**src/rtl/stbuf_coalesce.sv**
```systemverilog
// Coalescing store buffer: in-order FIFO of word stores that merges a store into the youngest
// entry when it targets the same word. It drains over valid/ready and flags overlapping loads.
module stbuf_coalesce #(
   parameter int unsigned WORDLEN = 64,
   parameter int unsigned PA_BITS = 56,
   parameter int unsigned DEPTH   = 4
) (
   input  logic                         clk,
   input  logic                         reset,
   input  logic                         StoreValid,
   output logic                         StoreReady,
   input  logic [PA_BITS-1:0]           StoreAdr,
   input  logic [WORDLEN/8-1:0]         StoreByteMask,
   input  logic [WORDLEN-1:0]           StoreWriteData,
   input  logic                         Flush,
   output logic                         BusValid,
   input  logic                         BusReady,
   output logic [PA_BITS-1:0]           BusAdr,
   output logic [WORDLEN-1:0]           BusData,
   output logic [WORDLEN/8-1:0]         BusByteMask,
   input  logic [PA_BITS-1:0]           LoadAdr,
   output logic                         LoadConflict,
   output logic                         Empty,
   output logic [$clog2(DEPTH+1)-1:0]   Count
);

   localparam int unsigned OFS = $clog2(WORDLEN/8);
   localparam int unsigned NB  = WORDLEN/8;
   localparam int unsigned PW  = $clog2(DEPTH);
   localparam int unsigned CW  = $clog2(DEPTH+1);
   localparam int unsigned AW  = PA_BITS - OFS;

   logic [AW-1:0]      r_adr   [DEPTH];
   logic [WORDLEN-1:0] r_data  [DEPTH];
   logic [NB-1:0]      r_mask  [DEPTH];
   logic [DEPTH-1:0]   r_valid;
   logic [PW-1:0]      r_head;
   logic [PW-1:0]      r_tail;
   logic [CW-1:0]      r_count;

   logic [PW-1:0]      w_young;
   logic [AW-1:0]      w_store_word;
   logic               w_hit;
   logic               w_push;
   logic               w_alloc;
   logic               w_coal;
   logic               w_pop;
   logic               w_unused;

   assign w_young      = r_tail - PW'(1);
   assign w_store_word = StoreAdr[PA_BITS-1:OFS];
   // Count >= 2 keeps the head entry out of coalescing so bus outputs stay stable.
   assign w_hit        = (r_count >= CW'(2)) && (r_adr[w_young] == w_store_word);
   assign StoreReady   = !Flush && ((r_count < CW'(DEPTH)) || w_hit);
   assign w_push       = StoreValid && StoreReady && (|StoreByteMask);
   assign w_alloc      = w_push && !w_hit;
   assign w_coal       = w_push && w_hit;
   assign w_pop        = r_valid[r_head] && BusReady;
   assign w_unused     = ^{StoreAdr[OFS-1:0], LoadAdr[OFS-1:0]};

   assign BusValid    = r_valid[r_head];
   assign BusAdr      = {r_adr[r_head], {OFS{1'b0}}};
   assign BusData     = r_data[r_head];
   assign BusByteMask = r_mask[r_head];
   assign Empty       = (r_count == '0);
   assign Count       = r_count;

   always_comb begin
      LoadConflict = 1'b0;
      for (int i = 0; i < DEPTH; i++) begin
         if (r_valid[i] && (r_adr[i] == LoadAdr[PA_BITS-1:OFS])) LoadConflict = 1'b1;
      end
   end

   always_ff @(posedge clk or posedge reset) begin
      if (reset) begin
         r_head  <= '0;
         r_tail  <= '0;
         r_count <= '0;
         r_valid <= '0;
         for (int i = 0; i < DEPTH; i++) begin
            r_adr[i]  <= '0;
            r_data[i] <= '0;
            r_mask[i] <= '0;
         end
      end else begin
         // A full buffer refuses allocation, so alloc and pop never share an index.
         if (w_alloc) begin
            r_valid[r_tail] <= 1'b1;
            r_adr[r_tail]   <= w_store_word;
            r_data[r_tail]  <= StoreWriteData;
            r_mask[r_tail]  <= StoreByteMask;
            r_tail          <= r_tail + PW'(1);
         end
         if (w_coal) begin
            for (int b = 0; b < NB; b++) begin
               if (StoreByteMask[b]) r_data[w_young][b*8 +: 8] <= StoreWriteData[b*8 +: 8];
            end
            r_mask[w_young] <= r_mask[w_young] | StoreByteMask;
         end
         if (w_pop) begin
            r_valid[r_head] <= 1'b0;
            r_head          <= r_head + PW'(1);
         end
         r_count <= r_count + CW'(w_alloc) - CW'(w_pop);
      end
   end

endmodule

```
**config.mk**
```make
export PLATFORM = sky130hd
export DESIGN_NAME = stbuf_coalesce
export DESIGN_NICKNAME = d
export VERILOG_FILES = /design/src/rtl/stbuf_coalesce.sv
export SDC_FILE = /design/constraint.sdc
export NUM_CORES = 1
export LEC_CHECK = 0
export CAP_MARGIN = 5
export CORE_MARGIN = 3
export CORE_UTILIZATION = 50
export CTS_CLUSTER_SIZE = 28
export DETAILED_ROUTE_END_ITERATION = 6
export PLACE_DENSITY = 0.76
export SLEW_MARGIN = 20
export SYNTH_ARGS = -nofsm -noshare
export SYNTH_HDL_FRONTEND = slang
export SYNTH_SLANG_ARGS = --single-unit
```
**constraint.sdc**
```tcl
create_clock -name clk -period 22.7 [get_ports clk]
set_clock_uncertainty 0.1 [all_clocks]
set_input_delay 6.81 -clock clk [delete_from_list [all_inputs] [get_ports clk]]
set_output_delay 6.81 -clock clk [all_outputs]
set_load 0.03 [all_outputs]
```
==> impl.org, run 1 <==
** Hold path
- The tightest min-delay check is of the reg2reg type.

** Worst setup path
- Worst path bufs/invs :: 3
- Worst path cell trace :: clkdlybuf4s50_1, inv_1, a22o_1, a31oi_1, nand4_1, or4_1, nor3_2, o21ba_2, clkdlybuf4s50_1
- The critical path is of the in2out type.
- For the worst setup path, the data arrival time is 10.75 ns.
- Largest delay share family, worst path :: simple AND/OR/NAND/NOR gates
- Startpoint of the most critical setup path :: StoreAdr[36]
- Critical Path Slowest Stage Cell :: sky130_fd_sc_hd__or4_1
- Slowest stage delay, CP :: 1.00 ns
- Endpoint class of the critical path :: output pin
- Most common cell on crit path :: sky130_fd_sc_hd__clkdlybuf4s50_1
- Of all nets on the critical path, the largest fanout is 10.
- The most critical setup path has its endpoint at StoreReady.
- RR Startpoint :: r_tail[0]$_DFFE_PP0N_
- The worst register-to-register path has a depth of 12.
- Number of logic stages on the critical path including buffering :: 9
- Reg-to-reg endpoint :: r_adr[91]$_DFFE_PP0P_
- STA classifies the critical path startpoint as an input pin.
- The worst register-to-register path has a setup slack of 14.57 ns.
- At the worst endpoint, the required time is 15.79 ns.

** CTS
- Clock tree synthesis selected as its root buffer the cell sky130_fd_sc_hd__clkbuf_16.
- Counting the buffers created by CTS gives 57.
- After clock tree synthesis, the clock-pin slew on the worst setup and hold paths is 0.06 ns.
- Once the clock tree was built, the resizer swapped 0 gates to a different size.
- Buffer depth of the longest clock path :: 3
- Clock insertion delay at the later pin of the skew report :: 0.64 ns
- Total number of clock tree sinks :: 511
- CTS built an H-tree with a depth of 2.
- CTS tree :: yes
- Setup Buffers After CTS :: 0
- Buffers inserted to repair hold after CTS numbered 0.

** Die
- The initialized floorplan defines 85 standard-cell rows.
- The die is 242 um wide.
- The floorplan step defined a die boundary enclosing 58500 um^2.
- Height of the die :: 242 um
- 324 I/O pins were placed.
- The total area inside the core boundary comes to 54500 um^2.
- Effective utilization at floorplan :: 51.1%

** Timing
- Maximum frequency from static timing analysis :: 56.6 MHz
- The worst path in the final design needs a cycle of 17.66 ns, including I/O delays and setup.
- Part of the cycle the worst path needs :: 77.8%
- Summed over all failing endpoints, the final setup total negative slack is 0 ns.
- Setup violations remaining at the end of the flow were counted as 0.
- Final hold viol count :: 0
- Setup slack of the critical path after layout :: 5.04 ns
- Transition at the pin with the smallest max-transition slack :: 1.14 ns
- The number of pins exceeding their max-slew limit in the final report is 0.
- Unrepaired setup endpoints after global routing :: no
- Headroom to the max-slew limit :: 24.2%

** Final layout
- Synthesis-to-layout area growth :: 20.4%
- Share of cells above drive strength 1 :: 29.7%
- At the end of the flow, the number of nets in the layout was 2428.
- Fill cells in the final layout number 4208.

** Yosys
- In the synthesized netlist the async set-or-reset flop fraction comes to 100%.
- Synthesis produced 1934 cells.
- Largest area contributor in the synthesized netlist :: sky130_fd_sc_hd__dfrtp_1
- Of the post-synthesis cell area, the dominant cell type holds 45.9%.
- Post-synthesis register bit count :: 511
- Dominant synthesized flop cell :: sky130_fd_sc_hd__dfrtp_1
- Counting flops with a built-in enable in the synthesized netlist gives 0.
- Number of distinct standard cells referenced by the synthesized netlist :: 56
- sky130_fd_sc_hd__dfrtp_1 is the most common cell in the netlist.
- After synthesis, the mean cell area works out to 14.4 um^2.
- After synthesis the cells add up to 27800 um^2.
- Yosys attributes the largest share of cell area to sky130_fd_sc_hd__dfrtp_1, sky130_fd_sc_hd__mux4_2, sky130_fd_sc_hd__mux2_2.
- In the synthesized netlist, the cells that appear most often are sky130_fd_sc_hd__dfrtp_1, sky130_fd_sc_hd__mux2_2, sky130_fd_sc_hd__mux4_2.
- Yosys warns :: 0
- Summing the sequential cell areas from Yosys gives 45.9% of the chip area.

** GRT
- In the global route stage, overall resource usage came out at 28.7%.
- Vias in the first global route :: 19600
- Largest net degree at the start of global routing :: 171
- Global routing finished with a remaining overflow of 0.
- First-pass GRT wire length :: 127 mm
- Number of antenna violations at the first check in global routing :: 8

** Routing
- For this block, the routed nets add up to 84.0 mm of wire.
- For this run, design rule violations remaining after detail routing come to 0.
- In the final routed layout, each cell accounts on average for 27.9 um.
- Number of nets with antenna violations after routing :: 0
- Total via count after detailed routing :: 18500
- Via-per-instance ratio :: 6.14
- The pre-antenna-repair detailed-routing pass consisted of 5 iterations.
- Iteration-0 DRC Markers :: 1364

** Placement
- Final RePlAce weighted congestion :: 1.03
- IO buf count :: 314
- Post-DP HPWL :: 60.5 mm
- Place WS :: 5.19 ns

** Outcome
- The run finished with clean final reports.

** Power and ir drop
- IR analysis of the VDD net gives a maximum drop of 0.120 mV.
- Summed over all cells, the static leakage comes to 14.7 nW.
- Cell area power density :: 168 nW/um^2

** Flow run
- The tool flagged a number of max-cap violations equal to 0.
==> power by group <==
group	leakage (nW)	switching, mW	internal [mW]
Clock	0.941	0.394	0.536
Combinational	7.45	1.50	1.44
Sequential	6.33	0.426	1.35
Total	14.7	2.32	3.33
==> cell type report <==
| cell class | count | area, um^2 | area share [%] |
|---|---|---|---|
| diodes | 5 | 12.5 | 0.0373 |
| clock buffers | 83 | 1670 | 5.00 |
| clock inverters | 22 | 230 | 0.687 |
| inverters | 46 | 180 | 0.538 |
| multi-input cells | 1274 | 14400 | 42.9 |
| flip-flops and latches | 511 | 12800 | 38.2 |
| well taps | 739 | 925 | 2.76 |
| repair buffers | 337 | 3330 | 9.93 |
==> worst min-delay path by stage <==
| stage | startpoint | depth (start not counted) | slack (ns) | to |
|---|---|---|---|---|
| after global routing | r_data[86]$_DFF_PP0_ | 1 | 0.40 | r_data[86]$_DFF_PP0_ |
| after floorplan | r_data[107]$_DFF_PP0_ | 1 | 0.36 | r_data[107]$_DFF_PP0_ |
| after CTS | r_data[86]$_DFF_PP0_ | 1 | 0.39 | r_data[86]$_DFF_PP0_ |
| after global placement | r_data[89]$_DFF_PP0_ | 1 | 0.37 | r_data[89]$_DFF_PP0_ |
| final | r_data[86]$_DFF_PP0_ | 1 | 0.39 | r_data[86]$_DFF_PP0_ |
| after detailed placement | r_data[86]$_DFF_PP0_ | 1 | 0.38 | r_data[86]$_DFF_PP0_ |
==> cells by family (layout without fill, tap and decap cells) <==
| family | Yosys count | count (layout) | synth area share (%) |
|---|---|---|---|
| multiplexers | 697 | 697 | 34.8 |
| flip-flops | 511 | 511 | 45.9 |
| XOR/XNOR | 233 | 233 | 7.33 |
| AND/OR/NAND/NOR | 182 | 182 | 3.53 |
| buffers and inverters | 151 | 488 | 2.74 |
| AO/OA/AOI/OAI | 147 | 147 | 5.07 |
| adder cells (fa/ha/maj) | 12 | 12 | 0.566 |
| other | 1 | 8 | 0.0135 |
==> worst register-to-register path, stage by stage (launching register included) <==
cell                      delay, ns
sky130_fd_sc_hd__dfrtp_4       0.86
sky130_fd_sc_hd__inv_1         0.62
sky130_fd_sc_hd__ha_4          0.91
sky130_fd_sc_hd__buf_4         0.74
sky130_fd_sc_hd__mux4_2        0.47
sky130_fd_sc_hd__xor2_1        0.16
sky130_fd_sc_hd__nor4_1        0.46
sky130_fd_sc_hd__nand3_1       0.23
sky130_fd_sc_hd__or4_1         0.96
sky130_fd_sc_hd__o31ai_4       0.89
sky130_fd_sc_hd__buf_4         0.56
sky130_fd_sc_hd__buf_4         0.60
sky130_fd_sc_hd__mux2_2        0.45
==> cell usage in the layout (no fill, tap or decap), types with 57 or more instances in the layout <==
| cell type | synthesis | routed |
|---|---|---|
| sky130_fd_sc_hd__dfrtp_1 | 511 | 508 |
| sky130_fd_sc_hd__mux2_2 | 333 | 333 |
| sky130_fd_sc_hd__clkdlybuf4s50_1 | 0 | 314 |
| sky130_fd_sc_hd__mux4_2 | 174 | 174 |
| sky130_fd_sc_hd__xor2_1 | 144 | 144 |
| sky130_fd_sc_hd__mux2_1 | 96 | 96 |
| sky130_fd_sc_hd__mux2i_1 | 94 | 94 |
| sky130_fd_sc_hd__xnor2_1 | 89 | 89 |
| sky130_fd_sc_hd__nand2_1 | 58 | 58 |
| sky130_fd_sc_hd__clkbuf_16 | 0 | 57 |
==> metal layers <==
layer / track usage (%) / vias to the layer above / wire [um]
li1: - / 7842 / -
met1: 37.5 / 9785 / 33300
met2: 45.0 / 704 / 39600
met3: 7.92 / 172 / 7210
met4: 12.6 / 8 / 3910
met5: 0 / - / 52
==> sequential cells by signal, summed over array words and instances, names as in the netlist <==
register and count:
Count 3, r_adr 212, r_valid 4, r_head 2
r_tail 2, r_mask 32, r_data 256
==> metrics by stage <==
step                util (%)  hold WS (ns)  power [mW]  area [um^2]  std cells
detailed placement      58.0         0.376        4.71        31600       2907
CTS                     61.5         0.389        5.66        33500       3012
global route            61.5         0.398        5.90        33500       3013
finish                  61.5         0.385        5.64        33500       3017
global placement        58.0         0.368        4.63        31600       2907
floorplan                  -         0.359        3.63        27800       1936
Note: power is estimated with default switching activity, not from simulation.
==> run 2, diff against run 1 <==
Clock period 22.7 ns to 17.05 ns, I/O delays scaled along.
==> run 2 against run 1 <==
The flow now finishes with violations (DRC). Global-route usage is 0.49 points higher. First-iteration DRC count is 14% higher. Total power is 33% higher. Routed wire length is 2.1% higher. Critical path depth stayed put. Utilization is 0.14 points lower. Non-clock buffer count is 4 higher. Clock power is 31% higher. Die area stayed put. Sequential share of layout area is 0.090 points higher. Via count is 0.25% higher. Critical path type unchanged.
==> impl.org, run 2 (synthesis gave the netlist of run 1 again) <==
** Final layout
- The number of nets in the final layout is 2429 (+0.041%).
- Share of cells above drive strength 1 :: 29.7% (about the same)
- The area growth from synthesis to layout is 20.1%.
- Leading cell types in the layout, fill and taps excluded :: sky130_fd_sc_hd__dfrtp_1, sky130_fd_sc_hd__mux2_2, sky130_fd_sc_hd__clkdlybuf4s50_1
- Register with the most flip-flops :: r_data
- Layout Utilization :: 61.4% (-0.14 points)
- In the final layout, the registers with the most flip-flops are r_data: 256 flops, r_adr: 212 flops, r_mask: 32 flops.
- Max reg flops :: 256 (unchanged)
- The library cell used most frequently in the layout, excluding fill and tap cells, is sky130_fd_sc_hd__dfrtp_1.

** CTS
- CTS placed an instance of sky130_fd_sc_hd__clkbuf_16 at the clock tree root.
- Total number of clock tree sinks :: 511 (unchanged)
- TritonCTS built the clock tree.
- CTS H-Tree Depth :: 2 (unchanged)
- Setup Buffers After CTS :: 0 (unchanged)
- The clock transition at the register clock pins on the worst setup and hold paths after CTS was 0.06 ns (about the same).
- The clock insertion delay at the later pin of the skew report was 0.63 ns (about the same).
- The number of buffers inserted during clock tree synthesis came to 54 (-5.3%).
- PostCTS Resize Cnt :: 0 (unchanged)
- The buffer levels on the longest clock path came to 3 (unchanged).
- Hold-fix buffer count after cts :: 0 (unchanged)

** Worst setup path
- The slowest stage of the critical path is the sky130_fd_sc_hd__or4_1 cell.
- The signal arrival time at the worst endpoint is 8.98 ns (-1.77 ns).
- The most critical setup path has its startpoint at StoreAdr[36].
- RR Startpoint :: r_tail[0]$_DFFE_PP0N_
- Largest delay share family, worst path :: simple AND/OR/NAND/NOR gates
- The worst stage delay on the critical path is 0.96 ns (-0.04 ns).
- Walking the worst path, the cells encountered are clkdlybuf4s50_1, inv_1, a22o_1, a31oi_1, nand4_1, or4_1, nor3_2, o21ba_2, clkdlybuf4s50_1.
- The highest fanout seen on the critical path came to 10 (unchanged).
- The worst-case register-to-register setup slack is 9.59 ns (-4.98 ns).
- Required time of the critical path :: 11.83 ns (-3.96 ns)
- The critical path buffer and inverter count is 3 (unchanged).
- Kind of critical path :: in2out
- Endpoint class of the critical path :: output pin
- Startpoint types :: input pin
- The endpoint identified for the worst register-to-register timing path is r_adr[200]$_DFFE_PP0P_.
- The number of cells traversed by the worst register-to-register path came to 13 (+1).
- Most common cell on crit path :: sky130_fd_sc_hd__clkdlybuf4s50_1

** Die
- The chip width is 242 um (unchanged).
- Area of the core :: 54500 um^2 (unchanged)
- Effective utilization at floorplan :: 51.1% (unchanged)
- The standard-cell row count is 85 (unchanged).
- Height of the die :: 242 um (unchanged)
- The total die area came to 58500 um^2 (unchanged).
- The top-level I/O count is 324 (unchanged).

** Outcome
- The flow ran to the end, but the final reports show violations.
- Violations in the final reports :: DRC

** Timing
- The number of endpoints with negative hold slack in the final report is 0 (unchanged).
- Final TNS setup :: 0 ns (unchanged)
- The final hold slack came to 0.387 ns (+0.00156 ns).
- Maximum frequency from static timing analysis :: 70.4 MHz
- Setup repair after global routing left no endpoint under its margin.
- Of the available clock period, the critical path in the final layout requires 83.3%.
- The transition time of the tightest slew-check pin came to 1.09 ns (-0.0435 ns).
- After layout, the minimum clock period comes to 14.19 ns.
- Total of endpoints with negative setup slack in the final report :: 0 (unchanged)
- The number of pins exceeding their max-slew limit in the final report came to 0 (unchanged).
- Headroom to the max-slew limit :: 27.1% (+2.9 points)

** GRT
- Vias in the first global route :: 19700 (+0.31%)
- Number of antenna violations at the first check in global routing :: 7 (-1)
- First-pass GRT wire length :: 129 mm (+1.2%)
- The overflow left after global routing came to 0 (unchanged).
- GRT Overall Usage :: 29.2% (+0.49 points)
- The largest net degree at the start of global routing is 85 (-50%).

** Routing
- The routed wire length was 85.8 mm (+2.1%).
- The per-cell via count in the routed design was 6.16 (+0.38%).
- Iteration-0 DRC Markers :: 1554 (+14%)
- Number of nets with antenna violations after routing :: 0 (unchanged)
- Number of remaining DRC errors :: 3 (+3)
- The number of search-and-repair iterations in the first detailed-routing pass is 7 (+2).
- The number of vias after detailed routing came to 18600 (+0.25%).
- The average wire length per cell after detail routing is 28.5 um (+2.2%).

** Flow run
- Max-capacitance violation count :: 0 (unchanged)

** Power and ir drop
- Cell internal power dissipation :: 4.43 mW (+33%)
- The worst-case vdd ir drop was 0.147 mV (+22%).
- The logic gate share of total power came to 51.8% (-0.2 points).
- The switching share of total power is 41.1% (+0.11 points).
- Part of the power in registers :: 31.9% (+0.3 points)
- Static Leak :: 14.6 nW (-0.57%)
- Clock share of power :: 16.3% (-0.2 points)
- The net switching component of the power was 3.09 mW (+34%).
- Cell area power density :: 225 nW/um^2 (+34%)

** Hold path
- Cell depth of the worst min-delay path :: 1 (unchanged)
- In this run the most critical hold path is launched from r_data[116]$_DFF_PP0_.
- The path with the worst hold slack has its endpoint at r_data[116]$_DFF_PP0_.
- Hold/Removal Path Class :: reg2reg

** Placement
- The count of input and output buffers was 314 (unchanged).
- Final RePlAce weighted congestion :: 1.02 (-1.4%)
- Post-DP HPWL :: 61.7 mm (+1.9%)
[run 2: cell count changes in the layout (fill, tap and decap cells not counted), sizes merged]
cell | previous run | this run
clkinv | 17 | 10
diode | 5 | 4
clkinvlp | 2 | 3
buf | 23 | 27
bufinv | 2 | 3
clkbuf | 83 | 81
[run 2: how the worst max path moves through the flow]
stage                               endpoint  slack (ns)  cells after the start
after detailed placement          StoreReady        2.93                      9
after CTS                         StoreReady        2.91                      9
after global routing              StoreReady        2.81                      9
after global placement            StoreReady        2.97                      9
after floorplan           Count[0]$_DFF_PP0_        4.90                      1
final                             StoreReady        2.86                      9
[run 2: final cells by class]
cell class	instances	area, um^2
diodes	4	10.0
multi-input cells	1274	14300
well taps	739	925
clock inverters	17	209
inverters	46	176
fillers	4176	21000
flip-flops and latches	511	12800
repair buffers	341	3350
clock buffers	81	1630
[run 2: power groups by stage]
stage	logic, mW	clock network, mW	registers [mW]
after global placement	3.85	0	2.33
final	3.90	1.22	2.40
after floorplan	2.70	0	2.14
after global routing	4.10	1.29	2.47
after CTS	3.92	1.24	2.38
after detailed placement	3.89	0	2.40
[run 2: metal layers]
layer / wire (um) / vias to the layer above / global-route usage [%]
li1: - / 7851 / -
met1: 33600 / 9714 / 38.6
met2: 40400 / 814 / 45.8
met3: 7800 / 174 / 7.54
met4: 3990 / 4 / 12.4
met5: 27 / - / 0
[run 2: metrics by stage]
| step | setup WS [ns] | cell area (um^2) | power [mW] | cells |
|---|---|---|---|---|
| 6_report | 2.86 | 33400 | 7.52 | 3013 |
| 5_1_grt | 2.81 | 33400 | 7.86 | 3010 |
| 4_1_cts | 2.91 | 33400 | 7.54 | 3009 |
| 3_5_place_dp | 2.93 | 31600 | 6.28 | 2911 |
| 3_3_place_gp | 2.97 | 31600 | 6.19 | 2911 |
| 2_1_floorplan | 4.90 | 27800 | 4.84 | 1936 |
==> run 3, diff against run 2 <==
Clock period 17.05 ns to 13.2 ns, I/O delays scaled along.
==> run 3 against run 2 <==
The flow now finishes without violations. Largest cell class unchanged. Highest routed layer unchanged. Via count decreased by 0.10%. Largest power group unchanged. Critical endpoint unchanged. Critical path depth unchanged. Sequential power increased by 28%. Cell count increased by 0.23%. Routed wire length decreased by 1.1%.
==> impl.org, run 3 (synthesis gave the netlist of run 1 again) <==
** Worst setup path
- RR Startpoint :: r_tail[0]$_DFFE_PP0N_
- Worst-path fanout max :: 10 (unchanged)
- The worst-case register-to-register setup slack was 5.98 ns (-3.61 ns).
- The signal arrival time at the worst endpoint is 7.69 ns (-1.29 ns).
- The worst setup path is captured at an output pin.
- The critical path required time came to 9.14 ns (-2.69 ns).
- Slowest stage delay, CP :: 0.92 ns (-0.04 ns)
- Kind of critical path :: in2out
- Traced cell by cell, the critical path runs through clkdlybuf4s50_1, inv_1, a22o_1, a31oi_1, nand4_1, or4_1, nor3_2, o21ba_2, clkdlybuf4s50_1.
- Reg-to-reg endpoint :: r_data[113]$_DFF_PP0_
- Most common cell on crit path :: sky130_fd_sc_hd__clkdlybuf4s50_1
- Critical Path Slowest Stage Cell :: sky130_fd_sc_hd__or4_1
- Startpoint types :: input pin
- The number of cells traversed by the worst register-to-register path was 13 (unchanged).

** Die
- Effective utilization at floorplan :: 51.1% (unchanged)
- Area of the core :: 54500 um^2 (unchanged)
- The standard-cell row count came to 85 (unchanged).
- The chip width came to 242 um (unchanged).
- I/O pin cnt :: 324 (unchanged)
- The total die area is 58500 um^2 (unchanged).
- Height of the die :: 242 um (unchanged)

** Timing
- The total negative slack came to 0 ns (unchanged).
- The headroom to the max-slew limit came to 24.7% (-2.4 points).
- Derived from the worst setup path, the maximum achievable clock frequency is 85.1 MHz.
- Slew Viols, Final :: 0 (unchanged)
- Final hold viol count :: 0 (unchanged)
- Setup repair after global routing left no endpoint under its margin.
- Part of the cycle the worst path needs :: 89.0%
- The total of endpoints with negative setup slack in the final report was 0 (unchanged).
- The worst path in the final design needs a cycle of 11.75 ns, including I/O delays and setup.
- The transition time of the tightest slew-check pin was 1.13 ns (+0.0364 ns).

** Power and ir drop
- The worst-case vdd ir drop came to 0.177 mV (+21%).
- The portion of total power attributed to the clock network came to 17.1% (+0.8 points).
- The internal power came to 5.80 mW (+31%).
- Cell area power density :: 292 nW/um^2 (+30%)
- Sw Ratio :: 40.9% (-0.23 points)
- Part of the power in registers :: 31.4% (-0.5 points)
- The logic gate share of total power came to 51.5% (-0.3 points).
- The standby leakage power came to 14.7 nW (+0.52%).
- Sw Pwr :: 4.01 mW (+30%)

** Final layout
- Compared with the post-synthesis result, the final layout area differs by 20.7%.
- The final core utilization came to 61.7% (+0.29 points).
- Most common cell after layout, fill and taps aside :: sky130_fd_sc_hd__dfrtp_1
- The largest registers in the layout are r_data: 256 flops, r_adr: 212 flops, r_mask: 32 flops.
- The fraction of final layout cells with drive strength greater than 1 came to 29.9% (+0.20 points).
- In the layout the commonest cells are sky130_fd_sc_hd__dfrtp_1, sky130_fd_sc_hd__mux2_2, sky130_fd_sc_hd__clkdlybuf4s50_1.
- Max reg flops :: 256 (unchanged)
- Register with the most flip-flops :: r_data
- Post-layout net count :: 2431 (+0.082%)

** GRT
- GRT Overall Usage :: 29.1% (-0.059 points)
- The overflow left after global routing came to 0 (unchanged).
- The wire length of the first global-routing pass came to 129 mm (about the same).
- Largest net degree at the start of global routing :: 155 (+82%)
- Vias in the first global route :: 19800 (+0.63%)
- The initial antenna violation count came to 8 (+1).

** Outcome
- Result of the run :: completed

** Routing
- Iteration-0 DRC Markers :: 1563 (+0.58%)
- Average wire per cell in the routed design :: 28.1 um (-1.3%)
- First-pass iteration count of the detailed router :: 5 (-2)
- The remaining design rule violation count came to 0 (-3).
- Final wirelength :: 84.8 mm (-1.1%)
- The number of vias after detailed routing was 18500 (-0.10%).
- The remaining number of nets flagged by the antenna check after routing came to 0 (unchanged).
- Via-per-instance ratio :: 6.14 (-0.33%)

** Placement
- Final RePlAce weighted congestion :: 1.01 (-1.1%)
- Post-DP HPWL :: 61.1 mm (-0.97%)
- IO buf count :: 314 (unchanged)

** CTS
- PostCTS Resize Cnt :: 0 (unchanged)
- Hold-fix buffer count after cts :: 0 (unchanged)
- The root buffer cell chosen for the clock tree is sky130_fd_sc_hd__clkbuf_16.
- Clock buffer count from CTS :: 57 (+5.6%)
- TritonCTS built the clock tree.
- The clock insertion delay at the later pin of the skew report was 0.66 ns (+0.03 ns).
- Total number of clock tree sinks :: 511 (unchanged)
- CTS H-Tree Depth :: 2 (unchanged)
- The clock transition at the register clock pins on the worst setup and hold paths after CTS is 0.06 ns (about the same).
- The buffer levels on the longest clock path was 3 (unchanged).
- The buffers inserted during post-CTS setup optimization is 0 (unchanged).

** Hold path
- Cell depth of the worst min-delay path :: 1 (unchanged)
- Hold/Removal Path Class :: reg2reg
- The worst hold path begins at r_data[115]$_DFF_PP0_.
- The worst hold path terminates at r_data[115]$_DFF_PP0_.

** Flow run
- Max-capacitance violation count :: 0 (unchanged)
run 3: cell types whose count changed in the layout (fill, tap and decap cells not counted), sizes merged:
cell | before | now
clkinv | 10 | 21
bufinv | 3 | 7
diode | 4 | 3
clkbuf | 81 | 76
buf | 27 | 26
inv | 47 | 46
run 3: critical path, delay by kind of cell:
family | cells | cell delay (ns)
simple gates | 3 | 1.57
buf+inv | 3 | 1.42
compound gates | 3 | 0.71
run 3: per-layer routing:
| metal | vias up | track usage (%) | share of wire [%] |
|---|---|---|---|
| li1 | 7855 | - | - |
| met1 | 9717 | 38.6 | 40 |
| met2 | 780 | 46.8 | 48 |
| met4 | 10 | 11.4 | 4.2 |
| met3 | 176 | 6.83 | 8.5 |
| met5 | - | 0 | 0.067 |
run 3: final cells by class:
cell class / instances / area (um^2)
repair buffers: 340 / 3350
clock buffers: 76 / 1590
flip-flops and latches: 511 / 12800
clock inverters: 31 / 418
diodes: 3 / 7.51
multi-input cells: 1274 / 14300
fillers: 4172 / 20900
well taps: 739 / 925
inverters: 46 / 176
run 3: worst max path at each step:
stage / start / to / cells past startpoint
4_1_cts: StoreAdr[36] / StoreReady / 9
2_1_floorplan: reset / Count[0]$_DFF_PP0_ / 1
5_1_grt: StoreAdr[36] / StoreReady / 9
3_5_place_dp: StoreAdr[36] / StoreReady / 9
3_3_place_gp: StoreAdr[36] / StoreReady / 9
6_report: StoreAdr[36] / StoreReady / 9
run 3: power by group through the flow:
stage | sequential (mW) | clock, mW | combinational, mW
final | 3.08 | 1.68 | 5.06
after global routing | 3.16 | 1.77 | 5.32
after global placement | 3.00 | 0 | 4.99
after detailed placement | 3.07 | 0 | 5.04
after floorplan | 2.77 | 0 | 3.48
after CTS | 3.05 | 1.71 | 5.07
run 3: through the flow:
| step | instance area [um^2] | setup slack [ns] | power [mW] | std cells | hold WS (ns) |
|---|---|---|---|---|---|
| after detailed placement | 31600 | 1.48 | 8.12 | 2910 | 0.377 |
| final | 33600 | 1.45 | 9.81 | 3020 | 0.384 |
| after floorplan | 27800 | 2.20 | 6.25 | 1936 | 0.359 |
| after CTS | 33600 | 1.47 | 9.83 | 3017 | 0.391 |
| after global placement | 31600 | 1.51 | 7.99 | 2910 | 0.368 |
| after global routing | 33600 | 1.37 | 10.3 | 3018 | 0.405 |
